==> src/rtl/fpu_csr_file_pkg.sv <==
// Shared FPU CSR definitions: exception flag layout, CSR addresses and CSR instruction ops.
package fpu_csr_file_pkg;

  typedef struct packed {
    logic nv;
    logic dz;
    logic of;
    logic uf;
    logic nx;
  } fflags_t;

  localparam logic [11:0] CSR_FFLAGS = 12'h001;
  localparam logic [11:0] CSR_FRM    = 12'h002;
  localparam logic [11:0] CSR_FCSR   = 12'h003;

  typedef enum logic [1:0] {
    CSR_OP_WRITE = 2'd0,
    CSR_OP_SET   = 2'd1,
    CSR_OP_CLEAR = 2'd2
  } csr_op_e;

  // Read-modify-write on the 8-bit fcsr view; an undefined op leaves the value untouched.
  function automatic logic [7:0] csr_apply(input logic [1:0] op,
                                           input logic [7:0] old_val,
                                           input logic [7:0] operand);
    case (csr_op_e'(op))
      CSR_OP_WRITE: csr_apply = operand;
      CSR_OP_SET:   csr_apply = old_val | operand;
      CSR_OP_CLEAR: csr_apply = old_val & ~operand;
      default:      csr_apply = old_val;
    endcase
  endfunction

endpackage

==> src/rtl/fpu_csr_file_pending_ctr.sv <==
// Per-warp in-flight FPU op counter with one increment port and one decrement port per FPU block.
module fpu_pending_ctr #(
  parameter int PENDING_MAX = 16,
  parameter int NUM_DEC     = 1
) (
  input  logic               clk,
  input  logic               reset,
  input  logic               inc,
  input  logic [NUM_DEC-1:0] dec,
  output logic               full,
  output logic               zero
);

  localparam int CW = $clog2(PENDING_MAX + 1);
  localparam int SW = CW + $clog2(NUM_DEC + 1);

  logic [CW-1:0] count;
  logic [SW-1:0] dec_cnt;
  logic [SW-1:0] sum;

  always_comb begin
    dec_cnt = '0;
    for (int i = 0; i < NUM_DEC; i++) dec_cnt = dec_cnt + SW'(dec[i]);
  end

  assign sum = SW'(count) + SW'(inc);

  // A retire with nothing in flight is a protocol error; clamp at zero rather than wrap.
  always_ff @(posedge clk or posedge reset) begin
    if (reset)              count <= '0;
    else if (dec_cnt > sum) count <= '0;
    else                    count <= CW'(sum - dec_cnt);
  end

  assign full = (count == CW'(PENDING_MAX));
  assign zero = (count == '0);

  underflow_chk: assert property (@(posedge clk) disable iff (reset) dec_cnt <= sum)
    else $error("fpu_pending_ctr: FPU commit with no op in flight");

endmodule

==> src/rtl/fpu_csr_file.sv <==
// Per-warp FPU CSR storage (fflags, frm): frm lookup for FPU blocks, sticky fflags accrual at
// retire, and the fflags/frm/fcsr responder for CSR instructions, gated by in-flight FPU ops.
module fpu_csr_file
  import fpu_csr_file_pkg::*;
#(
  parameter int  NUM_WARPS   = 8,
  parameter int  NUM_BLOCKS  = 1,
  parameter int  PENDING_MAX = 16,
  parameter int  XLEN        = 32,
  localparam int NW_WIDTH    = (NUM_WARPS > 1) ? $clog2(NUM_WARPS) : 1,
  localparam int BLK_BITS    = $clog2(NUM_BLOCKS),
  localparam int BWW         = (NW_WIDTH - BLK_BITS > 1) ? (NW_WIDTH - BLK_BITS) : 1
) (
  input  logic                      clk,
  input  logic                      reset,
  input  logic [NUM_BLOCKS*BWW-1:0] read_wid,
  output logic [NUM_BLOCKS*3-1:0]   read_frm,
  input  logic [NUM_BLOCKS-1:0]     write_enable,
  input  logic [NUM_BLOCKS*BWW-1:0] write_wid,
  input  logic [NUM_BLOCKS*5-1:0]   write_fflags,
  input  logic                      issue_valid,
  input  logic [NW_WIDTH-1:0]       issue_wid,
  output logic                      issue_ready,
  input  logic [NUM_BLOCKS-1:0]     commit_valid,
  input  logic [NUM_BLOCKS*BWW-1:0] commit_wid,
  input  logic                      csr_req_valid,
  output logic                      csr_req_ready,
  input  logic [NW_WIDTH-1:0]       csr_req_wid,
  input  logic [11:0]               csr_req_addr,
  input  logic [1:0]                csr_req_op,
  input  logic [XLEN-1:0]           csr_req_data,
  output logic                      csr_rsp_valid,
  input  logic                      csr_rsp_ready,
  output logic [XLEN-1:0]           csr_rsp_data
);

  fflags_t             fflags_q    [NUM_WARPS];
  logic [2:0]          frm_q       [NUM_WARPS];
  logic [4:0]          retire_or   [NUM_WARPS];
  logic [NW_WIDTH-1:0] rd_wid_full [NUM_BLOCKS];
  logic [NW_WIDTH-1:0] wr_wid_full [NUM_BLOCKS];
  logic [NW_WIDTH-1:0] cm_wid_full [NUM_BLOCKS];
  logic [NUM_WARPS-1:0] pend_full;
  logic [NUM_WARPS-1:0] pend_zero;

  logic       issue_fire;
  logic       addr_fflags, addr_frm, addr_fcsr, addr_known;
  logic       csr_accept;
  logic [7:0] old_val, new_val;
  logic       csr_fflags_wr, csr_frm_wr;
  logic [2:0] csr_frm_new;
  logic       unused_data_hi;

  // Each block owns the warps whose low wid bits equal its block index.
  for (genvar b = 0; b < NUM_BLOCKS; b++) begin : g_blk
    if (NUM_BLOCKS == 1) begin : g_one
      assign rd_wid_full[b] = NW_WIDTH'(read_wid[b*BWW +: BWW]);
      assign wr_wid_full[b] = NW_WIDTH'(write_wid[b*BWW +: BWW]);
      assign cm_wid_full[b] = NW_WIDTH'(commit_wid[b*BWW +: BWW]);
    end else begin : g_many
      assign rd_wid_full[b] = NW_WIDTH'({read_wid[b*BWW +: BWW], BLK_BITS'(b)});
      assign wr_wid_full[b] = NW_WIDTH'({write_wid[b*BWW +: BWW], BLK_BITS'(b)});
      assign cm_wid_full[b] = NW_WIDTH'({commit_wid[b*BWW +: BWW], BLK_BITS'(b)});
    end
    assign read_frm[b*3 +: 3] = frm_q[rd_wid_full[b]];
  end

  assign issue_ready = ~pend_full[issue_wid];
  assign issue_fire  = issue_valid && issue_ready;

  for (genvar w = 0; w < NUM_WARPS; w++) begin : g_warp
    logic [NUM_BLOCKS-1:0] dec;
    always_comb begin
      dec = '0;
      for (int b = 0; b < NUM_BLOCKS; b++)
        dec[b] = commit_valid[b] && (cm_wid_full[b] == NW_WIDTH'(w));
    end
    fpu_pending_ctr #(.PENDING_MAX(PENDING_MAX), .NUM_DEC(NUM_BLOCKS)) u_ctr (
      .clk   (clk),
      .reset (reset),
      .inc   (issue_fire && (issue_wid == NW_WIDTH'(w))),
      .dec   (dec),
      .full  (pend_full[w]),
      .zero  (pend_zero[w])
    );
  end

  always_comb begin
    for (int w = 0; w < NUM_WARPS; w++) begin
      retire_or[w] = '0;
      for (int b = 0; b < NUM_BLOCKS; b++)
        if (write_enable[b] && (wr_wid_full[b] == NW_WIDTH'(w)))
          retire_or[w] = retire_or[w] | write_fflags[b*5 +: 5];
    end
  end

  assign addr_fflags = (csr_req_addr == CSR_FFLAGS);
  assign addr_frm    = (csr_req_addr == CSR_FRM);
  assign addr_fcsr   = (csr_req_addr == CSR_FCSR);
  assign addr_known  = addr_fflags || addr_frm || addr_fcsr;

  // fflags-touching accesses wait for the warp to drain so no retire can race the RMW.
  assign csr_req_ready = ~(csr_rsp_valid && ~csr_rsp_ready)
                       && ~((addr_fflags || addr_fcsr) && ~pend_zero[csr_req_wid]);
  assign csr_accept    = csr_req_valid && csr_req_ready;

  always_comb begin
    old_val = '0;
    if (addr_fflags)    old_val = {3'b000, fflags_q[csr_req_wid]};
    else if (addr_frm)  old_val = {5'b00000, frm_q[csr_req_wid]};
    else if (addr_fcsr) old_val = {frm_q[csr_req_wid], fflags_q[csr_req_wid]};
  end

  assign new_val        = csr_apply(csr_req_op, old_val, csr_req_data[7:0]);
  assign csr_fflags_wr  = csr_accept && (addr_fflags || addr_fcsr);
  assign csr_frm_wr     = csr_accept && (addr_frm || addr_fcsr);
  assign csr_frm_new    = addr_fcsr ? new_val[7:5] : new_val[2:0];
  assign unused_data_hi = ^csr_req_data[XLEN-1:8];

  always_ff @(posedge clk or posedge reset) begin
    if (reset) begin
      for (int w = 0; w < NUM_WARPS; w++) begin
        fflags_q[w] <= '0;
        frm_q[w]    <= '0;
      end
      csr_rsp_valid <= 1'b0;
      csr_rsp_data  <= '0;
    end else begin
      for (int w = 0; w < NUM_WARPS; w++) begin
        fflags_q[w] <= fflags_t'(((csr_fflags_wr && (csr_req_wid == NW_WIDTH'(w)))
                                  ? new_val[4:0] : fflags_q[w]) | retire_or[w]);
        if (csr_frm_wr && (csr_req_wid == NW_WIDTH'(w))) frm_q[w] <= csr_frm_new;
      end
      if (csr_accept) begin
        csr_rsp_valid <= 1'b1;
        csr_rsp_data  <= XLEN'(old_val);
      end else if (csr_rsp_ready) begin
        csr_rsp_valid <= 1'b0;
      end
    end
  end

  unknown_addr_chk: assert property (@(posedge clk) disable iff (reset) csr_accept |-> addr_known)
    else $warning("fpu_csr_file: CSR access to unknown address");

endmodule

==> config.mk <==
export PLATFORM = sky130hd
export DESIGN_NAME = fpu_csr_file
export DESIGN_NICKNAME = d
export VERILOG_FILES = /design/src/rtl/fpu_csr_file_pkg.sv /design/src/rtl/fpu_csr_file_pending_ctr.sv /design/src/rtl/fpu_csr_file.sv
export SDC_FILE = /design/constraint.sdc
export NUM_CORES = 1
export LEC_CHECK = 0
export CAP_MARGIN = 10
export CORE_UTILIZATION = 56
export DETAILED_ROUTE_END_ITERATION = 7
export GPL_TIMING_DRIVEN = 0
export PLACE_DENSITY = 0.86
export SYNTH_ARGS = -nofsm -noshare
export SYNTH_HDL_FRONTEND = slang
export SYNTH_SLANG_ARGS = --single-unit
export TNS_END_PERCENT = 20
==> constraint.sdc <==
create_clock -name clk -period 4.48 [get_ports clk]
set_clock_uncertainty 0.15 [all_clocks]
set_input_delay 0.896 -clock clk [delete_from_list [all_inputs] [get_ports clk]]
set_output_delay 0.896 -clock clk [all_outputs]
set_load 0.005 [all_outputs]
==> results of run 1 <==
## per-stage QoR
step / hold slack [ps] / cells / worst slack, ps / utilization / power [mW]
detailed placement: 325 / 1044 / -177 / 0.636 / 2.54
finish: 343 / 1076 / 132 / 0.683 / 3.90
CTS: 344 / 1076 / 19.2 / 0.681 / 3.91
global placement: 320 / 1043 / -1240 / 0.634 / 2.49
global route: 367 / 1076 / -2.49 / 0.683 / 4.14
floorplan: 308 / 816 / 447 / - / 2.25
## synth_stat cells, types with 2 or more instances
master and count:
nor4_2 3, nor2_1 82, mux4_2 20, buf_4 26, ha_1 40, xor2_1 22, nand3b_1 3, o22ai_1 3
a21oi_1 21, clkbuf_1 13, and4_1 3, nor4b_2 2, a2111o_1 2, nor3_1 16, o32ai_1 2, nand2_1 86
nand3_1 39, buf_1 9, a211oi_1 5, a22oi_1 23, mux2i_1 26, a211o_1 2, xnor2_1 16, o21ai_0 42
nor2b_1 7, a32oi_1 2, nor3b_1 5, and3_1 7, nand4_1 9, mux4_1 2, o31ai_1 3, dfrtp_1 113
a221oi_1 3, nor4_1 11, a21o_1 2, mux2_2 34, buf_2 6, o211ai_1 5, and2_1 3, a31oi_1 2
inv_1 49, nand2b_1 5
## metal layers
layer | global-route usage | routed length [um] | vias to the layer above
li1 | - | - | 2979
met1 | 0.360 | 7690 | 3074
met2 | 0.482 | 9300 | 268
met3 | 0.0630 | 1260 | 72
met4 | 0.142 | 730 | 0
met5 | 0 | 0 | -
## flip-flops by register name (all words and copies together), names as in the netlist
| signal | cells |
|---|---|
| g_warp.u_ctr.count | 40 |
| csr_rsp_valid | 1 |
| csr_rsp_data | 8 |
| fflags_q | 40 |
| frm_q | 24 |
## cell families (layout without fill, tap and decap cells)
logic type / after synthesis / count (layout)
adders and majority gates: 40 / 40
buffers and inverters: 106 / 190
muxes: 83 / 83
xor gates and xnor gates: 38 / 38
AOI/OAI and AO/OA: 129 / 129
other: 1 / 24
DFF: 113 / 113
and+or+nand+nor: 283 / 283
## worst max-delay path: cells and delay by family
| family | cells | cell delay (ps) |
|---|---|---|
| AOI/OAI and AO/OA | 1 | 350 |
| buffers and inverters | 2 | 900 |
| and+or+nand+nor | 4 | 1140 |
## power by group through the flow
| stage | Combinational, mW | Sequential, mW | Clock, mW |
|---|---|---|---|
| floorplan | 0.868 | 1.38 | 0 |
| global placement | 1.07 | 1.42 | 0 |
| detailed placement | 1.11 | 1.43 | 0 |
| CTS | 1.13 | 1.42 | 1.36 |
| global route | 1.29 | 1.45 | 1.41 |
| finish | 1.14 | 1.42 | 1.35 |
## worst paths after layout
check,to,slack [ps],cells past startpoint
hold / removal,fflags_q[9],340,2
setup / recovery,csr_req_ready,130,7
min in group asynchronous,g_warp[0].u_ctr.count[1],870,2
hold reg to reg,fflags_q[9],340,2
max in group asynchronous,fflags_q[23],2570,3
setup reg to reg,g_warp[1].u_ctr.count[3],720,13
## layout make-up
cell class	instances	area, sq um
well taps	176	220
plain buffers	56	324
multi-input cells	597	4320
flip-flops and latches	113	2830
fillers	990	4190
inverters	50	190
clock inverters	12	140
repair buffers	52	538
clock buffers	20	447
## what timing repair did
action                     4_1_cts  5_1_grt
setup endpoints to repair        1        1
gates cloned                     0        0
resized for setup                2        2
==> qor.txt, run 1 <==
Peak VDD IR: 0.000302 V
sw frac: 0.332
DRC Markers: 0
post-synthesis simple-gate area fraction: 0.177
Pre-antenna DRT Iters: 5
GRT Util Overall: 0.291
crit path from: csr_req_addr[9]
DPL Wire Length: 13500 um
Compound-Gate Fraction of Synth Area: 0.115
Netlist cell types: 61
main combinational cell family by area after synthesis: simple AND/OR/NAND/NOR gates
Synth area leader: dfrtp_1
Synth Area in XOR/XNOR: 0.0441
arrival time worst endpoint: 3300 ps
Mean Syn Cell Area: 9.51 sq um
Routed WL: 19000 um
ys flop type: dfrtp_1
top post-synthesis cells by area: dfrtp_1 38%, ha_1 6.6%, mux4_2 6.0%, mux2_2 5.1%, nand2_1 4.3%
run status: complete, no violations
Fin. Hold Viols: 0
Post-synth EDFFs: 0
Max FO, Critical Path: 7
Final ANT Viol Nets: 0
n_diodes: 0
Avg Vias per Cell: 5.94
clk sink count: 113
Setup TNS: 0 ps
ys async rst share: 1.00
# Max-Cap Violations: 0
Clock Pin Slew Worst Setup and Hold Paths: 50 ps
root buffer cell: clkbuf_16
core area: 13200 sq um
Worst path max stage delay: 510 ps
Area Growth Syn to Fin: 19.4%
most frequent cells in the layout: 113 x dfrtp_1, 86 x nand2_1, 82 x nor2_1
Hold Path Class: register to register
Syn Inst Count: 793
hold path startpoint: fflags_q[9]
Reg power frac: 0.363
CTS tree: built
most frequent CP cell: clkdlybuf4s50_1
crit path capture type: primary output
Synth Area in Adders: 0.0664
P_leak: 4.12 nW
grt ovf: 0
share of the synthesized area in the top cell type: 0.375
fin. max-slew vios: 0
Die Y: 118 um
# rows: 42
FF-to-FF Start: g_warp[2].u_ctr.count[3]
pin count of the biggest net entering global routing: 66
Rel. slew slack: 0.425
Port Buffer Count: 51
Clock power frac: 0.346
kind of critical path: primary input to primary output
post-synthesis mux area share: 0.154
final setup violating endpoints: 0
Slew @ Worst Pin: 855 ps
placer's final routability congestion estimate: 0.872
via count: 6393
power density cells: 434 nW/um^2
CP Cell Sequence: clkdlybuf4s50_1 -> nor4_4 -> and4_1 -> nand2_1 -> o21ai_2 -> nor2b_1 -> clkdlybuf4s50_1
combinational cell fraction of total power: 0.291
Max clock buf depth: 2
layout cell share with drive strength beyond 1: 0.150
period utilisation layout: 0.971
yosys warns: 0
Avg WL per Cell: 17.6 um
first-pass GRT wire length: 31200 um
vias in the first global route: 6351
Critical Path Source Type: primary input
CTS Buf Count: 17
die width: 118 um
io pins: 111
post-synthesis register bit count: 113
initial antenna violation count: 0
Switch Pwr: 1.30 mW
starting density of the core: 0.572
Placed Area: 8390 sq um
Die Area: 13900 sq um
Required @ worst endpoint: 3430 ps
Post-CTS Setup Bufs: 0
Peak Freq: 230 MHz
CTS Hold Bufs: 0
most common cell after layout, fill and taps aside: dfrtp_1
register area share after synthesis: 0.375
internal power: 2.61 mW
1st-iter DRT viols: 670
fin nets: 1000
mapped cell area: 7540 sq um
H-tree depth: 4
fin crit period: 4350 ps
slowest stage cell, crit path: nor4_4
Finished Cell Area: 9000 sq um
Worst-Skew Late Latency: 420 ps
No activity file was read; power rests on OpenSTA's default activity.
==> inputs of run 2 (changes only) <==
- CORE_UTILIZATION: 56 -> 57
- SYNTH_HIERARCHICAL: default -> 1
==> run 2 against run 1 <==
Final cell count rose by 5.5%. Die area is 8.4% higher. Register-to-register slack worse by 260 ps. Combinational power up 46%. Clock power grew 5%. Critical path depth is 1 lower. Via count grew 7.4%. Final area rose by 8.4%. Count of clock-buffer cells in the layout is 2 lower. Utilization is 1.3 points higher. Wire length rose by 5.4%. Sequential cell count unchanged.
==> qor.txt, run 2 <==
dpl cells: 1103 (+5.7%)
Slew @ Worst Pin: 899 ps (+44.3 ps)
placer's final routability congestion estimate: 0.906 (+3.8%)
Peak VDD IR: 0.000382 V (+27%)
final setup violating endpoints: 0 (unchanged)
Syn Inst Count: 850 (+7.2%)
Required @ worst endpoint: 3430 ps (about the same)
Avg Vias per Cell: 6.05 (+1.8%)
post-layout util: 0.695 (+0.0126)
P_leak: 4.46 nW (+8.3%)
layout cell share with drive strength beyond 1: 0.193 (+0.0427)
Area Growth Syn to Fin: 17.2%
1st-iter DRT viols: 575 (-14%)
die width: 123 um (+4.1%)
fin. max-slew vios: 0 (unchanged)
Final ANT Viol Nets: 0 (unchanged)
Fin. Hold Viols: 0 (unchanged)
Setup TNS: 0 ps (unchanged)
period utilisation layout: 0.974 (+0.00328)
Critical Path Source Type: primary input
Rel. slew slack: 0.400 (-0.0243)
pin count of the biggest net entering global routing: 74 (+12%)
Non-Filler Instances: 1135 (+5.5%)
Port Buffer Count: 50 (-2.0%)
core area: 14000 sq um (+6.5%)
Peak Freq: 229 MHz (-0.34%)
power density cells: 460 nW/um^2 (+6.1%)
yosys warns: 6 (+6)
DRC Markers: 0 (unchanged)
Max FO, Critical Path: 10 (+3)
DPL Wire Length: 14200 um (+5.4%)
ys flop type: dfrtp_1
first-pass GRT wire length: 32600 um (+4.4%)
H-tree depth: 4 (unchanged)
Netlist cell types: 65 (+6.6%)
run status: complete, no violations
grt ovf: 0 (unchanged)
# rows: 43 (+2.4%)
post-CTS sizing: 0 (-2)
CTS tree: built
clk sink count: 113 (unchanged)
register area share after synthesis: 0.339 (-0.0355)
# Max-Cap Violations: 0 (unchanged)
fin nets: 1055 (+5.5%)
ys async rst share: 1.00 (unchanged)
most numerous cell in the Yosys netlist: dfrtp_1
Worst-Skew Late Latency: 420 ps (about the same)
Clock Pin Slew Worst Setup and Hold Paths: 60 ps (about the same)
most frequent cells in the layout: 113 x dfrtp_1, 84 x inv_1, 54 x o21ai_0
Pre-antenna DRT Iters: 7 (+2)
CTS Buf Count: 17 (unchanged)
via count: 6865 (+7.4%)
mapped cell area: 8330 sq um (+10%)
initial antenna violation count: 0 (unchanged)
kind of critical path: primary input to primary output
post-synthesis register bit count: 113 (unchanged)
starting density of the core: 0.593 (+0.0215)
biggest regs: fflags_q x40, g_warp.u_ctr/count x40, frm_q x24
root buffer cell: clkbuf_16
Post-CTS Setup Bufs: 0 (unchanged)
CTS Hold Bufs: 0 (unchanged)
crit path capture type: primary output
Routed WL: 20000 um (+5.4%)
Avg WL per Cell: 17.6 um (about the same)
share of the synthesized area in the top cell type: 0.339 (-0.0355)
Finished Cell Area: 9760 sq um (+8.4%)
Mean Syn Cell Area: 9.80 sq um (+3.1%)
io pins: 111 (unchanged)
n_diodes: 0 (unchanged)
Post-synth EDFFs: 0 (unchanged)
Max clock buf depth: 2 (unchanged)
Hold Path Class: register to register
Placed Area: 9140 sq um (+9.0%)
most common cell after layout, fill and taps aside: dfrtp_1
GRT Util Overall: 0.282 (-0.00878)
arrival time worst endpoint: 3320 ps (+20 ps)
fin crit period: 4360 ps (+14.7 ps)
Die Area: 15100 sq um (+8.4%)
synth cell count leaders: 113 x dfrtp_1, 85 x inv_1, 54 x o21ai_0
vias in the first global route: 6738 (+6.1%)
top post-synthesis cells by area: dfrtp_1 34%, ha_1 6.0%, mux4_2 5.4%, mux2i_1 4.2%, inv_1 3.8%
Synth area leader: dfrtp_1
RSZ-0062 raised after global routing: no
Die Y: 123 um (+4.1%)
## run 2: changes by cell type after synthesis, moves of 14 or more
cell / before / now
a21oi_1: 21 / 35
a22oi_1: 23 / 40
inv_1: 49 / 85
nand2_1: 86 / 34
nand3_1: 39 / 25
nor2_1: 82 / 36
## run 2: worst max-delay path, stage by stage
cell	delay, ps
clkdlybuf4s50_1	700
buf_6	250
mux4_2	570
mux2i_1	290
a21oi_1	150
clkdlybuf4s50_1	470
## run 2: final cells by class
class                   count  area (sq um)
multi-input cells         595          4720
fillers                  1044          4280
flip-flops and latches    113          2830
plain buffers              80           544
repair buffers             50           500
clock buffers              18           439
inverters                  85           322
well taps                 180           225
clock inverters            14           179
## run 2: routing by layer
metal  wire, um  track usage  vias to the layer above
met5          0            0                        -
met4        546        0.128                        0
met3       1250       0.0613                       54
met2       9830        0.478                      258
met1       8390        0.343                     3314
li1           -            -                     3239
## run 2: worst paths after layout
kind,from,to,slack (ps),depth (start not counted)
max,csr_req_wid[0],csr_req_ready,120,6
min in group asynchronous,reset,g_warp[7].u_ctr/count[2],980,2
max reg2reg,g_warp[3].u_ctr/count[3],g_warp[1].u_ctr/count[4],460,13
min,csr_rsp_data[7],csr_rsp_data[7],340,2
max in group asynchronous,reset,fflags_q[26],2300,2
min reg2reg,csr_rsp_data[7],csr_rsp_data[7],340,2
## run 2: kinds of logic after synthesis
group	Yosys count	synth area share
and+or+nand+nor	211	0.150
AOI/OAI and AO/OA	208	0.179
buffers and inverters	165	0.104
DFF	113	0.339
muxes	80	0.134
adders and majority gates	40	0.0601
xor gates and xnor gates	32	0.0336
other	1	0.000450
## run 2: power by group
part / switching, mW / leakage [nW] / internal (mW)
sequential: 0.138 / 1.27 / 1.27
clock: 0.527 / 0.294 / 0.896
combinational: 0.943 / 2.90 / 0.724
## run 2: per-stage QoR
step	total power [mW]	hold WS [ps]	setup slack, ps
after global placement	2.97	312	13.5
after global routing	4.76	357	84.4
after floorplan	2.66	314	371
after CTS	4.48	340	158
final	4.49	339	117
after detailed placement	3.04	316	-102
==> inputs of run 3 (changes only) <==
- MAX_ROUTING_LAYER: default -> met4
==> run 3 against run 2 <==
Sequential share of layout area is the same. Hold slack lost 4.2 ps. Global-route usage grew 0.82 points. Worst setup slack gained 4.4 ps. Clock power is essentially flat. Sequential power is essentially flat. Critical path depth is the same. Final cell count is the same. Sequential cell count is the same. Power is essentially flat. Non-clock buffer count is the same. Critical endpoint unchanged.
==> qor.txt, run 3 (same netlist as run 2, synthesis figures left out) <==
core area: 14000 sq um (unchanged)
Final ANT Viol Nets: 0 (unchanged)
Avg Vias per Cell: 6.10 (+0.80%)
Peak VDD IR: 0.000381 V (-0.37%)
Critical Path Source Type: primary input
arrival time worst endpoint: 3310 ps (about the same)
Hold Path Class: register to register
Area Growth Syn to Fin: 17.2% (unchanged)
fin crit period: 4360 ps (-4.41 ps)
Peak Freq: 229 MHz (+0.10%)
fill cell count: 1044 (unchanged)
Die Area: 15100 sq um (unchanged)
clk sink count: 113 (unchanged)
via count: 6920 (+0.80%)
kind of critical path: primary input to primary output
root buffer cell: clkbuf_16
PnR worst setup slack: 121 ps (+4.41 ps)
Setup TNS: 0 ps (unchanged)
CTS Buf Count: 17 (unchanged)
post-layout util: 0.695 (unchanged)
Port Buffer Count: 50 (unchanged)
Non-Filler Instances: 1135 (unchanged)
Max FO, Critical Path: 10 (unchanged)
Tot Pwr: 4.50 mW (about the same)
first-pass GRT wire length: 32600 um (about the same)
CTS tree: built
starting density of the core: 0.593 (unchanged)
worst hold slack: 334 ps (-4.19 ps)
vias in the first global route: 6745 (+0.10%)
H-tree depth: 4 (unchanged)
Worst-Skew Late Latency: 430 ps (about the same)
GRT Util Overall: 0.290 (+0.00825)
grt ovf: 0 (unchanged)
DPL Wire Length: 14200 um (unchanged)
1st-iter DRT viols: 545 (-5.2%)
run status: complete, no violations
Required @ worst endpoint: 3430 ps (about the same)
biggest regs: fflags_q x40, g_warp.u_ctr/count x40, frm_q x24
Fin. Hold Viols: 0 (unchanged)
power density cells: 460 nW/um^2 (about the same)
Die Y: 123 um (unchanged)
die width: 123 um (unchanged)
fin nets: 1055 (unchanged)
fin. max-slew vios: 0 (unchanged)
most frequent cells in the layout: 113 x dfrtp_1, 84 x inv_1, 54 x o21ai_0
CTS Hold Bufs: 0 (unchanged)
Finished Cell Area: 9760 sq um (unchanged)
io pins: 111 (unchanged)
# rows: 43 (unchanged)
final setup violating endpoints: 0 (unchanged)
P_leak: 4.46 nW (unchanged)
Max clock buf depth: 2 (unchanged)
Place WS: -102 ps (unchanged)
Routed WL: 20000 um (-0.13%)
# Max-Cap Violations: 0 (unchanged)
Rel. slew slack: 0.401 (+0.000513)
most common cell after layout, fill and taps aside: dfrtp_1
DRC Markers: 0 (unchanged)
crit path capture type: primary output
post-CTS sizing: 0 (unchanged)
RSZ-0062 raised after global routing: no
Placed Area: 9140 sq um (unchanged)
Post-CTS Setup Bufs: 0 (unchanged)
Clock Pin Slew Worst Setup and Hold Paths: 60 ps (about the same)
period utilisation layout: 0.973 (-0.000985)
Avg WL per Cell: 17.6 um (-0.13%)
initial antenna violation count: 0 (unchanged)
placer's final routability congestion estimate: 0.921 (+1.7%)
Slew @ Worst Pin: 876 ps (-23.4 ps)
n_diodes: 0 (unchanged)
dpl cells: 1103 (unchanged)
pin count of the biggest net entering global routing: 74 (unchanged)
Pre-antenna DRT Iters: 6 (-1)
layout cell share with drive strength beyond 1: 0.193 (unchanged)
run 3: where the power goes:
group,total (mW),internal (mW),switching (mW)
Combinational,1.66,0.724,0.940
Clock,1.43,0.895,0.533
Sequential,1.40,1.27,0.138
run 3: path summary, 6_finish.rpt:
path                                                  to                     start  cells past startpoint  slack, ps
worst max-delay path                       csr_req_ready            csr_req_wid[0]                      6        120
worst min-delay path                     csr_rsp_data[7]           csr_rsp_data[7]                      2        330
worst max register to register  g_warp[1].u_ctr/count[4]  g_warp[3].u_ctr/count[3]                     13        450
worst min register to register           csr_rsp_data[7]           csr_rsp_data[7]                      2        330
max in group asynchronous                   fflags_q[35]                     reset                      2       2310
min in group asynchronous       g_warp[7].u_ctr/count[2]                     reset                      2        990
run 3: final cells by class:
| cell class | instances | area (sq um) | area share |
|---|---|---|---|
| clock inverters | 14 | 179 | 0.0183 |
| well taps | 180 | 225 | 0.0231 |
| plain buffers | 80 | 544 | 0.0558 |
| repair buffers | 50 | 500 | 0.0513 |
| flip-flops and latches | 113 | 2830 | 0.290 |
| clock buffers | 18 | 439 | 0.0450 |
| inverters | 85 | 322 | 0.0329 |
| multi-input cells | 595 | 4720 | 0.484 |
run 3: critical path, cell delays in order:
cell and delay (ps):
clkdlybuf4s50_1 700, buf_6 240, mux4_2 570, mux2i_1 280, a21oi_1 150, clkdlybuf4s50_1 470
run 3: layer usage:
| metal | wire length [um] | part of all wire | GRT usage | up-vias |
|---|---|---|---|---|
| li1 | - | - | - | 3249 |
| met1 | 8310 | 0.42 | 0.343 | 3339 |
| met2 | 9840 | 0.49 | 0.480 | 273 |
| met3 | 1230 | 0.062 | 0.0516 | 59 |
| met4 | 597 | 0.030 | 0.139 | 0 |
| met5 | 0 | 0 | - | - |
